`src/rtl/fewcore_pkg.sv`:
```
// Shared definitions for the fewcore RV32I pipeline: opcode/funct3 constants,
// the memory-stage state enum and store-lane / alignment helper functions.
package fewcore_pkg;

  localparam int XLEN_C = 32;

  localparam logic [6:0] OP_LOAD  = 7'b0000011;
  localparam logic [6:0] OP_STORE = 7'b0100011;

  localparam logic [2:0] F3_B  = 3'b000;
  localparam logic [2:0] F3_H  = 3'b001;
  localparam logic [2:0] F3_W  = 3'b010;
  localparam logic [2:0] F3_BU = 3'b100;
  localparam logic [2:0] F3_HU = 3'b101;

  typedef enum logic [0:0] {
    IDLE = 1'b0,
    BUSY = 1'b1
  } state_e;

  typedef enum logic [1:0] {
    SZ_BYTE = 2'd0,
    SZ_HALF = 2'd1,
    SZ_WORD = 2'd2
  } size_e;

  typedef struct packed {
    logic [XLEN_C-1:0] wdata;
    logic [3:0]        wstrb;
  } store_lanes_t;

  // Access width from funct3; unsigned variants share the low two bits and
  // every undefined encoding falls back to a full word.
  function automatic size_e access_size(input logic [2:0] f3);
    size_e sz;
    case (f3[1:0])
      2'b00:   sz = SZ_BYTE;
      2'b01:   sz = SZ_HALF;
      default: sz = SZ_WORD;
    endcase
    return sz;
  endfunction

  // Byte enables and replicated write data for a store.
  function automatic store_lanes_t store_lanes(input logic [2:0]        f3,
                                               input logic [1:0]        lsb,
                                               input logic [XLEN_C-1:0] data);
    store_lanes_t l;
    case (access_size(f3))
      SZ_BYTE: begin
        l.wdata = {4{data[7:0]}};
        l.wstrb = 4'b0001 << lsb;
      end
      SZ_HALF: begin
        l.wdata = {2{data[15:0]}};
        l.wstrb = lsb[1] ? 4'b1100 : 4'b0011;
      end
      default: begin
        l.wdata = data;
        l.wstrb = 4'b1111;
      end
    endcase
    return l;
  endfunction

  // True when the byte offset does not match the natural alignment.
  function automatic logic misaligned(input logic [2:0] f3, input logic [1:0] lsb);
    logic m;
    case (access_size(f3))
      SZ_HALF: m = lsb[0];
      SZ_WORD: m = (lsb != 2'b00);
      default: m = 1'b0;
    endcase
    return m;
  endfunction

endpackage

```
`src/rtl/load_align.sv`:
```
// Load-data extraction: selects the addressed byte/half of a memory word and
// sign- or zero-extends it to XLEN. Purely combinational.
module load_align
  import fewcore_pkg::*;
#(
  parameter int XLEN = 32
) (
  input  logic [XLEN-1:0] rdata,
  input  logic [2:0]      funct3,
  input  logic [1:0]      addr_lsb,
  output logic [XLEN-1:0] result
);

  logic [7:0]  byte_s;
  logic [15:0] half_s;

  // Pick the addressed byte and halfword lanes.
  always_comb begin
    case (addr_lsb)
      2'd0:    byte_s = rdata[7:0];
      2'd1:    byte_s = rdata[15:8];
      2'd2:    byte_s = rdata[23:16];
      2'd3:    byte_s = rdata[31:24];
      default: byte_s = rdata[7:0];
    endcase
    if (addr_lsb[1]) begin
      half_s = rdata[31:16];
    end else begin
      half_s = rdata[15:0];
    end
  end

  // Extend the selected lane according to the load flavour.
  always_comb begin
    case (funct3)
      F3_B:    result = {{(XLEN-8){byte_s[7]}}, byte_s};
      F3_BU:   result = {{(XLEN-8){1'b0}}, byte_s};
      F3_H:    result = {{(XLEN-16){half_s[15]}}, half_s};
      F3_HU:   result = {{(XLEN-16){1'b0}}, half_s};
      default: result = rdata;
    endcase
  end

endmodule

```
`src/rtl/mem_access_stage.sv`:
```
// Memory-access stage of the fewcore RV32I pipeline. Pass-through ops write
// back one cycle later; loads/stores run a req/ack transaction on the data
// port while stalling execute. Optional misaligned-access trap is enabled by
// defining MISALIGN_TRAP_EN.
module mem_access_stage
  import fewcore_pkg::*;
#(
  parameter int XLEN     = 32,
  parameter int ADDR_LSB = 2
) (
  input  logic            clk,
  input  logic            reset,
  input  logic            in_valid,
  output logic            in_ready,
  input  logic [11:0]     operation,
  input  logic [XLEN-1:0] exec_out,
  input  logic [4:0]      address_rd,
  input  logic [XLEN-1:0] content_rs2,
  output logic            mem_req,
  output logic            mem_we,
  output logic [XLEN-1:0] mem_addr,
  output logic [XLEN-1:0] mem_wdata,
  output logic [3:0]      mem_wstrb,
  input  logic            mem_ack,
  input  logic [XLEN-1:0] mem_rdata,
  output logic            wb_valid,
  output logic [4:0]      wb_rd,
  output logic [XLEN-1:0] wb_data,
  output logic            mem_fault
);

  state_e state_q, state_d;

  logic [6:0]          opcode_s;
  logic [2:0]          funct3_s;
  logic [ADDR_LSB-1:0] lsb_s;
  logic                is_load_s;
  logic                is_store_s;
  logic                is_mem_s;
  logic                accept_s;
  logic                fault_s;
  logic                issue_s;
  store_lanes_t        lanes_s;
  logic [XLEN-1:0]     load_data_s;
  logic                unused_s;

  logic                mem_req_q, mem_req_d;
  logic                mem_we_q, mem_we_d;
  logic [XLEN-1:0]     mem_addr_q, mem_addr_d;
  logic [XLEN-1:0]     mem_wdata_q, mem_wdata_d;
  logic [3:0]          mem_wstrb_q, mem_wstrb_d;
  logic [4:0]          rd_q, rd_d;
  logic [2:0]          funct3_q, funct3_d;
  logic [ADDR_LSB-1:0] lsb_q, lsb_d;
  logic                wb_valid_q, wb_valid_d;
  logic [4:0]          wb_rd_q, wb_rd_d;
  logic [XLEN-1:0]     wb_data_q, wb_data_d;

  assign opcode_s   = operation[6:0];
  assign funct3_s   = operation[9:7];
  assign lsb_s      = exec_out[ADDR_LSB-1:0];
  assign is_load_s  = (opcode_s == OP_LOAD);
  assign is_store_s = (opcode_s == OP_STORE);
  assign is_mem_s   = is_load_s | is_store_s;
  assign accept_s   = in_valid & (state_q == IDLE);
  assign lanes_s    = store_lanes(funct3_s, lsb_s, content_rs2);
  assign unused_s   = ^operation[11:10];

`ifdef MISALIGN_TRAP_EN
  logic fault_q;

  assign fault_s = misaligned(funct3_s, lsb_s);

  // One-cycle fault pulse for a rejected misaligned load/store.
  always_ff @(posedge clk or posedge reset) begin
    if (reset) begin
      fault_q <= 1'b0;
    end else begin
      fault_q <= accept_s & is_mem_s & fault_s;
    end
  end

  assign mem_fault = fault_q;
`else
  assign fault_s   = 1'b0;
  assign mem_fault = 1'b0;
`endif

  assign issue_s = accept_s & is_mem_s & ~fault_s;

  load_align #(.XLEN(XLEN)) u_load_align (
    .rdata    (mem_rdata),
    .funct3   (funct3_q),
    .addr_lsb (lsb_q),
    .result   (load_data_s)
  );

  // State register.
  always_ff @(posedge clk or posedge reset) begin
    if (reset) begin
      state_q <= IDLE;
    end else begin
      state_q <= state_d;
    end
  end

  // Next-state: enter BUSY on an issued access, leave on acknowledge.
  always_comb begin
    state_d = state_q;
    case (state_q)
      IDLE: begin
        if (issue_s) begin
          state_d = BUSY;
        end else begin
          state_d = IDLE;
        end
      end
      BUSY: begin
        if (mem_ack) begin
          state_d = IDLE;
        end else begin
          state_d = BUSY;
        end
      end
      default: state_d = IDLE;
    endcase
  end

  // Output next-values: memory request capture/hold and writeback bundle.
  always_comb begin
    mem_req_d   = mem_req_q;
    mem_we_d    = mem_we_q;
    mem_addr_d  = mem_addr_q;
    mem_wdata_d = mem_wdata_q;
    mem_wstrb_d = mem_wstrb_q;
    rd_d        = rd_q;
    funct3_d    = funct3_q;
    lsb_d       = lsb_q;
    wb_valid_d  = 1'b0;
    wb_rd_d     = wb_rd_q;
    wb_data_d   = wb_data_q;
    case (state_q)
      IDLE: begin
        if (accept_s && !is_mem_s) begin
          wb_valid_d = 1'b1;
          wb_rd_d    = address_rd;
          wb_data_d  = exec_out;
        end else if (issue_s) begin
          mem_req_d   = 1'b1;
          mem_we_d    = is_store_s;
          mem_addr_d  = {exec_out[XLEN-1:ADDR_LSB], {ADDR_LSB{1'b0}}};
          mem_wdata_d = is_store_s ? lanes_s.wdata : {XLEN{1'b0}};
          mem_wstrb_d = is_store_s ? lanes_s.wstrb : 4'b0000;
          rd_d        = address_rd;
          funct3_d    = funct3_s;
          lsb_d       = lsb_s;
        end else begin
          mem_req_d = 1'b0;
        end
      end
      BUSY: begin
        if (mem_ack) begin
          mem_req_d  = 1'b0;
          wb_valid_d = 1'b1;
          if (mem_we_q) begin
            wb_rd_d   = 5'd0;
            wb_data_d = {XLEN{1'b0}};
          end else begin
            wb_rd_d   = rd_q;
            wb_data_d = load_data_s;
          end
        end else begin
          mem_req_d = 1'b1;
        end
      end
      default: begin
        mem_req_d = 1'b0;
      end
    endcase
  end

  // Registered memory-port and writeback outputs.
  always_ff @(posedge clk or posedge reset) begin
    if (reset) begin
      mem_req_q   <= 1'b0;
      mem_we_q    <= 1'b0;
      mem_addr_q  <= {XLEN{1'b0}};
      mem_wdata_q <= {XLEN{1'b0}};
      mem_wstrb_q <= 4'b0000;
      rd_q        <= 5'd0;
      funct3_q    <= 3'b000;
      lsb_q       <= {ADDR_LSB{1'b0}};
      wb_valid_q  <= 1'b0;
      wb_rd_q     <= 5'd0;
      wb_data_q   <= {XLEN{1'b0}};
    end else begin
      mem_req_q   <= mem_req_d;
      mem_we_q    <= mem_we_d;
      mem_addr_q  <= mem_addr_d;
      mem_wdata_q <= mem_wdata_d;
      mem_wstrb_q <= mem_wstrb_d;
      rd_q        <= rd_d;
      funct3_q    <= funct3_d;
      lsb_q       <= lsb_d;
      wb_valid_q  <= wb_valid_d;
      wb_rd_q     <= wb_rd_d;
      wb_data_q   <= wb_data_d;
    end
  end

  assign in_ready  = (state_q == IDLE);
  assign mem_req   = mem_req_q;
  assign mem_we    = mem_we_q;
  assign mem_addr  = mem_addr_q;
  assign mem_wdata = mem_wdata_q;
  assign mem_wstrb = mem_wstrb_q;
  assign wb_valid  = wb_valid_q;
  assign wb_rd     = wb_rd_q;
  assign wb_data   = wb_data_q;

endmodule
```
`config.mk`:
```
export PLATFORM = sky130hd
export DESIGN_NAME = mem_access_stage
export DESIGN_NICKNAME = d
export VERILOG_FILES = /design/src/rtl/fewcore_pkg.sv /design/src/rtl/load_align.sv /design/src/rtl/mem_access_stage.sv
export SDC_FILE = /design/constraint.sdc
export NUM_CORES = 1
export LEC_CHECK = 0
export CORE_MARGIN = 4
export CORE_UTILIZATION = 45
export DETAILED_ROUTE_END_ITERATION = 6
export GPL_ROUTABILITY_DRIVEN = 1
export GPL_TIMING_DRIVEN = 0
export PLACE_DENSITY = 0.88
export SLEW_MARGIN = 10
export SYNTH_ARGS = -nofsm -noshare
export SYNTH_HDL_FRONTEND = slang
export SYNTH_SLANG_ARGS = --single-unit
```
`constraint.sdc`:
```
create_clock -name clk -period 5.05 [get_ports clk]
set_clock_uncertainty 0.15 [all_clocks]
set_input_delay 1.515 -clock clk [delete_from_list [all_inputs] [get_ports clk]]
set_output_delay 1.515 -clock clk [all_outputs]
set_load 0.01 [all_outputs]
```
# Word-level counts from Yosys, hierarchy flattened
# Cells that the tools add are included.
# word_totals
ff_bits	117
wordCells	63
input_bits	117
out_inout_bits	110
# op_classes
shift	1
n_mux	24
reduce_logical	8
n_bitwise	5
n_eq_ne	13
# op_table
op	count
$mux 32	4
$pmux 32 s4	1
$pmux 36 s2	1
$pmux 32 s2	1
$pmux 8 s4	1
$mux 16	1
$mux 5	3
$pmux 5 s2	1
$mux 4	2
$eq 7x2->1 const B	1
$eq 7x6->1 const B	1
$eq 2x1->1 const B	3
$eq 3x3->1 const B	2
$logic_not 2->1	3
$pmux 1 s2	3
$mux 1	5
$eq 2x2->1 const B	2
$ne 2x2->1 const B	2
$pmux 2 s2	1
$shl 1x2->4 const A	1
$eq 3x1->1 const B	1
$logic_not 3->1	1
$reduce_and 3->1	1
$and 1x1->1	2
other kinds (6)	7

# Longest topological paths before layout
# Gate-level depths: netlist (run 1).
# depth
ltp_word	6
depth_mapped	7
mapped_depth_nobuf	5

# Hierarchy
# A second synthesis (run 1) with hierarchy kept.
# hier_totals
cells_unflattened	572
hier_area_um2	6164.7
# modules_own_cells
mod	cells_each	area_each_um2	n_inst	seq_area_each_um2
mem_access_stage	461	5496.5	1	2927.8
load_align	111	668.1	1	0.0

# Least setup slack after synthesis (run 1)
# Ideal clock, no wire load.
# synth_timing
path_kind	input to register
start	in operation[3]
end	reg wb_data_q[24] (netlist: wb_data[24])
cell_stages	6
arrival_time_ns	2.740
slack_ns	2.025
required_ns	4.765
cell_sequence	or4_1 -> buf_2 -> buf_6 -> o2111a_1 -> a31oi_1 -> o31ai_1
# synth_between
elab_chain_len	6
word_cells_on_any_way	7
classes_between	3 x eq/ne; 1 x bitwise; 3 x reduce/logical
# synth_rtl
item	line	text
start: declaration	mem_access_stage.sv:15	input logic [11:0] operation,
$eq 7x2->1 or $eq 7x6->1 (tied branches)	mem_access_stage.sv:62, mem_access_stage.sv:63	
$or 1x1->1 *	mem_access_stage.sv:64	assign is_mem_s = is_load_s | is_store_s;
$logic_not 1->1 *	mem_access_stage.sv:144	if (accept_s && !is_mem_s) begin
$logic_and 1x1->1 *	mem_access_stage.sv:144	
$ne 2x1->1 (no line) *	-	
$reduce_and 2->1 (no line) *	-	
end signal: assignment	mem_access_stage.sv:195	wb_data_q <= {XLEN{1'b0}};
end signal: assignment	mem_access_stage.sv:207	wb_data_q <= wb_data_d;
end: declaration	mem_access_stage.sv:57	logic [XLEN-1:0] wb_data_q, wb_data_d;
# Mark *: on every way between the ends. The rest lies on a longest branch, timed or not.
# A chain may end at the register's enable or synchronous reset.

# Worst setup path in the final report (run 1)
# layout_timing
start	reg state_q
end	out in_ready
# layout_between
elab_chain_len	1
# layout_rtl
item	line	text
start: declaration	mem_access_stage.sv:32	state_e state_q, state_d;
start signal: assignment	mem_access_stage.sv:103	state_q <= state_d;
$not 1->1 (no line)	-	
end: declaration	mem_access_stage.sv:14	output logic in_ready,
# No other way between the ends.

==> results of run 1 <==
metrics by stage:
step	setup WS, ns	hold slack, ns	area [um2]
global route	1.30	0.348	9060
floorplan	0.284	0.330	6030
finish	1.40	0.328	9060
CTS	1.36	0.331	9060
global placement	-1.45	0.310	8440
detailed placement	1.22	0.319	8480
logic make-up (layout without fill, tap and decap cells):
kind of cell / after synthesis / count (layout) / share of synthesized area (%)
other: 1 / 3 / 0.0623
and+or+nand+nor: 161 / 161 / 12.4
DFF: 117 / 117 / 48.6
AOI/OAI and AO/OA: 159 / 159 / 18.8
muxes: 80 / 80 / 15.0
buffers and inverters: 65 / 316 / 5.15
final cells by class:
type                       instances  area share (%)
buffer                            51            2.84
clock buffer                      23            5.38
clock inverter                     8            1.09
inverter                          14           0.635
multi-input combinational        403            30.8
sequential                       117            32.3
tap                              176            2.43
timing repair buffer             220            24.5
path summary, 6_finish.rpt:
check | slack (ns) | depth (start not counted) | endpoint | from
setup reg to reg | 2.89 | 5 | wb_data[6] | state_q
setup / recovery | 1.40 | 3 | in_ready | state_q
min in group asynchronous | 1.33 | 2 | mem_wdata[29] | reset
hold / removal | 0.33 | 2 | mem_wstrb[2] | mem_wstrb[2]
hold reg to reg | 0.33 | 2 | mem_wstrb[2] | mem_wstrb[2]
max in group asynchronous | 2.70 | 3 | wb_data[16] | reset
cell usage after synthesis (6+ instances only):
cell type                  number  area, um2
sky130_fd_sc_hd__mux2_2        51        574
sky130_fd_sc_hd__a22o_1         8       70.1
sky130_fd_sc_hd__o21ai_0       50        250
sky130_fd_sc_hd__inv_1         12       45.0
sky130_fd_sc_hd__nor2b_1       25        156
sky130_fd_sc_hd__mux2i_1       23        230
sky130_fd_sc_hd__a31oi_1       23        144
sky130_fd_sc_hd__nand2_1       97        364
sky130_fd_sc_hd__o221ai_1       8       70.1
sky130_fd_sc_hd__nand3_1       13       65.1
sky130_fd_sc_hd__buf_2         14       70.1
sky130_fd_sc_hd__nor3_1         9       45.0
sky130_fd_sc_hd__o2111a_1      15        169
sky130_fd_sc_hd__o211ai_1       7       52.6
sky130_fd_sc_hd__o22ai_1        8       50.1
sky130_fd_sc_hd__clkbuf_1      29        109
sky130_fd_sc_hd__dfrtp_1      117       2930
sky130_fd_sc_hd__o31ai_1       16        120
sky130_fd_sc_hd__a22oi_1        6       45.0
routing by layer:
layer / global-route usage (%) / vias up / part of all wire [%]
li1: - / 2594 / -
met1: 31.8 / 2774 / 38
met2: 43.7 / 290 / 47
met4: 13.3 / 0 / 4.3
met3: 10.1 / 60 / 11
met5: 0 / - / 0
power breakdown:
group	internal [mW]	switching (mW)	total [mW]	leakage, nW
Combinational	0.371	0.301	0.672	2.06
Sequential	1.04	0.0565	1.09	1.52
Clock	0.773	0.427	1.20	0.285
Total	2.18	0.784	2.97	3.87
worst reg2reg max path: cells and delay by family (launching register included):
kind / cells / cell delay (ns)
DFF: 1 / 0.43
AOI/OAI and AO/OA: 2 / 0.45
buffers and inverters: 2 / 0.51
and+or+nand+nor: 1 / 0.54
sequential cells by signal (all words and copies together), names as in the netlist:
signal and count:
funct3_q 3, lsb_q 2, mem_addr 30, mem_req 1, mem_wdata 32, mem_we 1
mem_wstrb 4, rd_q 5, state_q 1, wb_data 32, wb_rd 5, wb_valid 1
layout by cell type (no fill, tap or decap), drive strengths merged, types with 3 or more instances in the layout:
master | netlist | final
nand3 | 14 | 14
clkinv | 1 | 5
nand2b | 4 | 4
conb | 1 | 3
a22oi | 6 | 6
dfrtp | 117 | 117
a22o | 8 | 8
nand2 | 97 | 97
mux2 | 56 | 56
inv | 13 | 13
o21ai | 56 | 56
clkbuf | 29 | 52
o211ai | 8 | 8
o22ai | 8 | 8
a31oi | 23 | 23
mux2i | 23 | 23
a21oi | 4 | 4
nor2b | 26 | 26
o2111a | 15 | 15
nor2 | 6 | 6
nor3 | 9 | 9
buf | 22 | 23
o31ai | 16 | 16
o221ai | 8 | 8
clkdlybuf4s50 | 0 | 219
==> results.tsv, run 1 <==
metric	value	unit
status	finished, final reports clean	
final max-slew violation count	0	
share of flip-flops with an asynchronous set or reset after synthesis	100	%
crit path launch type	flop	
area growth from synthesis to layout	50.5	%
warning count from the yosys run	0	
number of nets in the layout	941	
number of nets still failing antenna checks after routing	0	
wire per inst	20.2	um
area used by multi-input combinational logic	2790	um2
setup bufs post-CTS	0	
Cells after Synth	583	
kind of end point of the critical path	primary output	
Power, Total	2.97	mW
flip-flop and latch count after synthesis	117	
highest-delay cell along the critical path	sky130_fd_sc_hd__clkdlybuf4s50_1	
global-route usage over all layers	27.1	%
CTS tree	yes	
clock period minus final worst setup slack	3.65	ns
instance count after placement with tap cells included	981	
post-detailed-placement half-perimeter wirelength	15400	um
iteration count of the initial detailed-routing pass	5	
worst-case headroom to the max-slew limit	53.8	%
starting density of the core	45.7	%
largest net degree at the start of global routing	78	
accumulated negative setup slack	0	ns
max capacitance violation total	0	
area of all sequential standard cells	2930	um2
Die Ht	124	um
Primary FF master, synth	sky130_fd_sc_hd__dfrtp_1	
remaining global-route overflow	0	
clock slew at reported path FFs	0.05	ns
number of antenna violations at the first check in global routing	0	
period utilisation layout	72.3	%
leakage	3.87	nW
number of vias per cell	5.65	
share of cells above drive strength 1	14.4	%
synth unique cells	47	
type of the tightest min-delay check	reg -> reg	
endpoint required time on the critical path	3.39	ns
Max clock buf depth	2	
count of unresolved DRC violations after routing	0	
Die Span X	124	um
category of cells accounting for the largest share of critical-path delay	buffers and inverters	
wire length of the first global-routing pass	31100	um
gpl congestion	0.879	
unrepaired setup endpoints after global routing	no	
via count of the first global-routing pass	5828	
average instance area after synthesis	10.3	um2
die area	15300	um2
part of the Yosys area used for sequential elements	48.6	%
vias post-DR	5718	
number of top-level design ports	227	
Resized cells post-CTS	0	
input/output buffers	219	
clock latency at the later pin of the worst-skew pair	0.42	ns
clock tree root buffer cell	sky130_fd_sc_hd__clkbuf_16	
final design utilization	68.7	%
post-route non-filler standard cell count	1012	
highest cell delay on the worst timing path	0.63	ns
WP buf/inv	3	
number of flops mapped to enable cells by yosys	0	
# rows	42	
final-layout fill cell count	994	
n_diodes	0	
total standard cell area after synthesis	6020	um2
number of CTS-inserted buffers	17	
maximum operating frequency	0.274	GHz
CORE AREA	13200	um2
CP Data Arrival Time	1.99	ns
WS Path Type	reg -> out	
number of hold violations in the final report	0	
power per cell area	327	nW/um2
1st-iter DRT viols	351	
setup violators final	0	
Worst VDD drop	192	uV
measured slew at the worst slew-check pin	0.691	ns
number of hold-repair buffers added at the cts stage	0	
Cell Chain, Critical Path	inv_2, clkbuf_1, clkdlybuf4s50_1	
number of sinks driven by the clock tree	117	
total wirelength of the detailed-routed design	20400	um
CTS HTree Levels	4	
crit path max fanout	10	
(Power assumes the default switching activity.)
==> run 2, diff against run 1 <==
Clock period 5.05 ns to 3.6 ns, I/O delays scaled along.
==> run 2 against run 1 <==
  * Design area grew 0.90%
  * Die area is the same
  * Critical endpoint unchanged
  * Critical path depth is the same
  * Largest cell class unchanged
==> results.tsv, run 2 (synthesized netlist as in run 1, its figures left out) <==
metric	value	unit
clock tree root buffer cell	sky130_fd_sc_hd__clkbuf_16	
number of vias per cell	5.59	
setup violators final	0	
wire per inst	20.1	um
final design utilization	69.3	%
worst-case headroom to the max-slew limit	52.5	%
count of unresolved DRC violations after routing	0	
# rows	42	
Worst VDD drop	288	uV
n_diodes	0	
max capacitance violation total	0	
wire length of the first global-routing pass	31100	um
unrepaired setup endpoints after global routing	no	
number of hold violations in the final report	0	
number of nets in the layout	943	
CORE AREA	13200	um2
commonest cells after routing, fill and taps aside	sky130_fd_sc_hd__clkdlybuf4s50_1, sky130_fd_sc_hd__dfrtp_1, sky130_fd_sc_hd__nand2_1, sky130_fd_sc_hd__mux2_2, sky130_fd_sc_hd__o21ai_0	
type of the tightest min-delay check	reg -> reg	
highest cell delay on the worst timing path	0.62	ns
1st-iter DRT viols	336	
largest net degree at the start of global routing	38	
share of cells above drive strength 1	14.9	%
setup bufs post-CTS	0	
CP Data Arrival Time	1.98	ns
CTS HTree Levels	4	
crit path max fanout	10	
post-detailed-placement half-perimeter wirelength	15500	um
total wirelength of the detailed-routed design	20400	um
number of antenna violations at the first check in global routing	0	
Die Span X	124	um
leakage	3.89	nW
endpoint required time on the critical path	2.37	ns
remaining global-route overflow	0	
Resized cells post-CTS	0	
WP buf/inv	3	
iteration count of the initial detailed-routing pass	5	
crit path launch type	flop	
WS Path Type	reg -> out	
number of hold-repair buffers added at the cts stage	0	
number of CTS-inserted buffers	17	
clock slew at reported path FFs	0.06	ns
highest-delay cell along the critical path	sky130_fd_sc_hd__clkdlybuf4s50_1	
status	finished, final reports clean	
vias post-DR	5677	
CTS tree	yes	
Die Ht	124	um
input/output buffers	219	
starting density of the core	45.7	%
measured slew at the worst slew-check pin	0.710	ns
die area	15300	um2
gpl congestion	0.920	
Cell Chain, Critical Path	inv_2, clkbuf_1, clkdlybuf4s50_1	
number of top-level design ports	227	
global-route usage over all layers	27.0	%
category of cells accounting for the largest share of critical-path delay	buffers and inverters	
number of sinks driven by the clock tree	117	
power per cell area	464	nW/um2
most common library cell in the layout ignoring fill and taps	sky130_fd_sc_hd__clkdlybuf4s50_1	
finished layout cell area	9140	um2
accumulated negative setup slack	0	ns
Max clock buf depth	2	
clock period minus final worst setup slack	3.21	ns
clock latency at the later pin of the worst-skew pair	0.42	ns
maximum operating frequency	0.312	GHz
number of nets still failing antenna checks after routing	0	
final max-slew violation count	0	
area growth from synthesis to layout	51.8	%
via count of the first global-routing pass	5928	
area after detailed placement	8510	um2
period utilisation layout	89.1	%
kind of end point of the critical path	primary output	
Worst Setup Slack post-DPL	0.258	ns
min setup slack post-route	0.392	ns
-- run 2: cell count changes in the layout (fill, tap and decap cells not counted) --
| cell | change |
|---|---|
| sky130_fd_sc_hd__buf_12 | +2 |
| sky130_fd_sc_hd__clkbuf_1 | -2 |
| sky130_fd_sc_hd__bufinv_16 | +1 |
| sky130_fd_sc_hd__clkinvlp_4 | +5 |
| sky130_fd_sc_hd__clkinv_2 | -2 |
| sky130_fd_sc_hd__inv_6 | -1 |
-- run 2: routing by layer --
metal / GRT usage [%] / share of wire, %
met3: 10.6 / 11
met2: 45.8 / 49
met4: 11.8 / 3.7
met5: 0 / 0
met1: 30.1 / 37
-- run 2: layout make-up --
class	count	area [um2]
plain buffers	51	258
clock inverters	11	149
repair buffers	222	2260
fillers	984	4050
inverters	14	56.3
flip-flops and latches	117	2930
well taps	176	220
clock buffers	21	480
multi-input cells	403	2790
-- run 2: worst paths after layout --
path / from / end / slack, ns / depth (start not counted)
worst min register to register: mem_wdata[12] / mem_wdata[12] / 0.33 / 2
min in group asynchronous: reset / mem_wdata[29] / 0.98 / 2
worst max register to register: state_q / wb_data[2] / 1.42 / 5
worst max-delay path: state_q / in_ready / 0.39 / 3
worst min-delay path: mem_wdata[12] / mem_wdata[12] / 0.33 / 2
max in group asynchronous: reset / mem_addr[9] / 1.47 / 4
-- run 2: per-stage QoR --
step	power (mW)	instances	hold slack, ns
final	4.25	1015	0.329
after global routing	4.41	1015	0.348
after CTS	4.26	1015	0.332
after detailed placement	2.49	983	0.322
after global placement	2.46	980	0.310
after floorplan	1.97	585	0.330
-- run 2: worst register-to-register path, delay by kind of cell, from the launching register on --
kind	cells	cell delay, ns
compound gates	2	0.46
buf+inv	2	0.52
flops	1	0.43
simple gates	1	0.55
-- run 2: power by group --
group	switching [mW]	leakage (nW)	internal (mW)
clock network	0.609	0.290	1.16
logic	0.419	2.08	0.524
registers	0.0785	1.52	1.46
total	1.11	3.89	3.14
==> run 3, diff against run 2 <==
Clock period 3.6 ns to 3.5 ns, I/O delays scaled along.
==> results of run 3 <==
The final DEF is identical to that of run 2. Status: finished, final reports clean.
Among the figures that moved: setup slack after placement 0.258 ns -> 0.188 ns; setup slack after layout 0.392 ns -> 0.322 ns; register-to-register setup slack 1.42 ns -> 1.32 ns; total power 4.25 mW -> 4.37 mW; worst IR drop on VDD 288 uV -> 296 uV
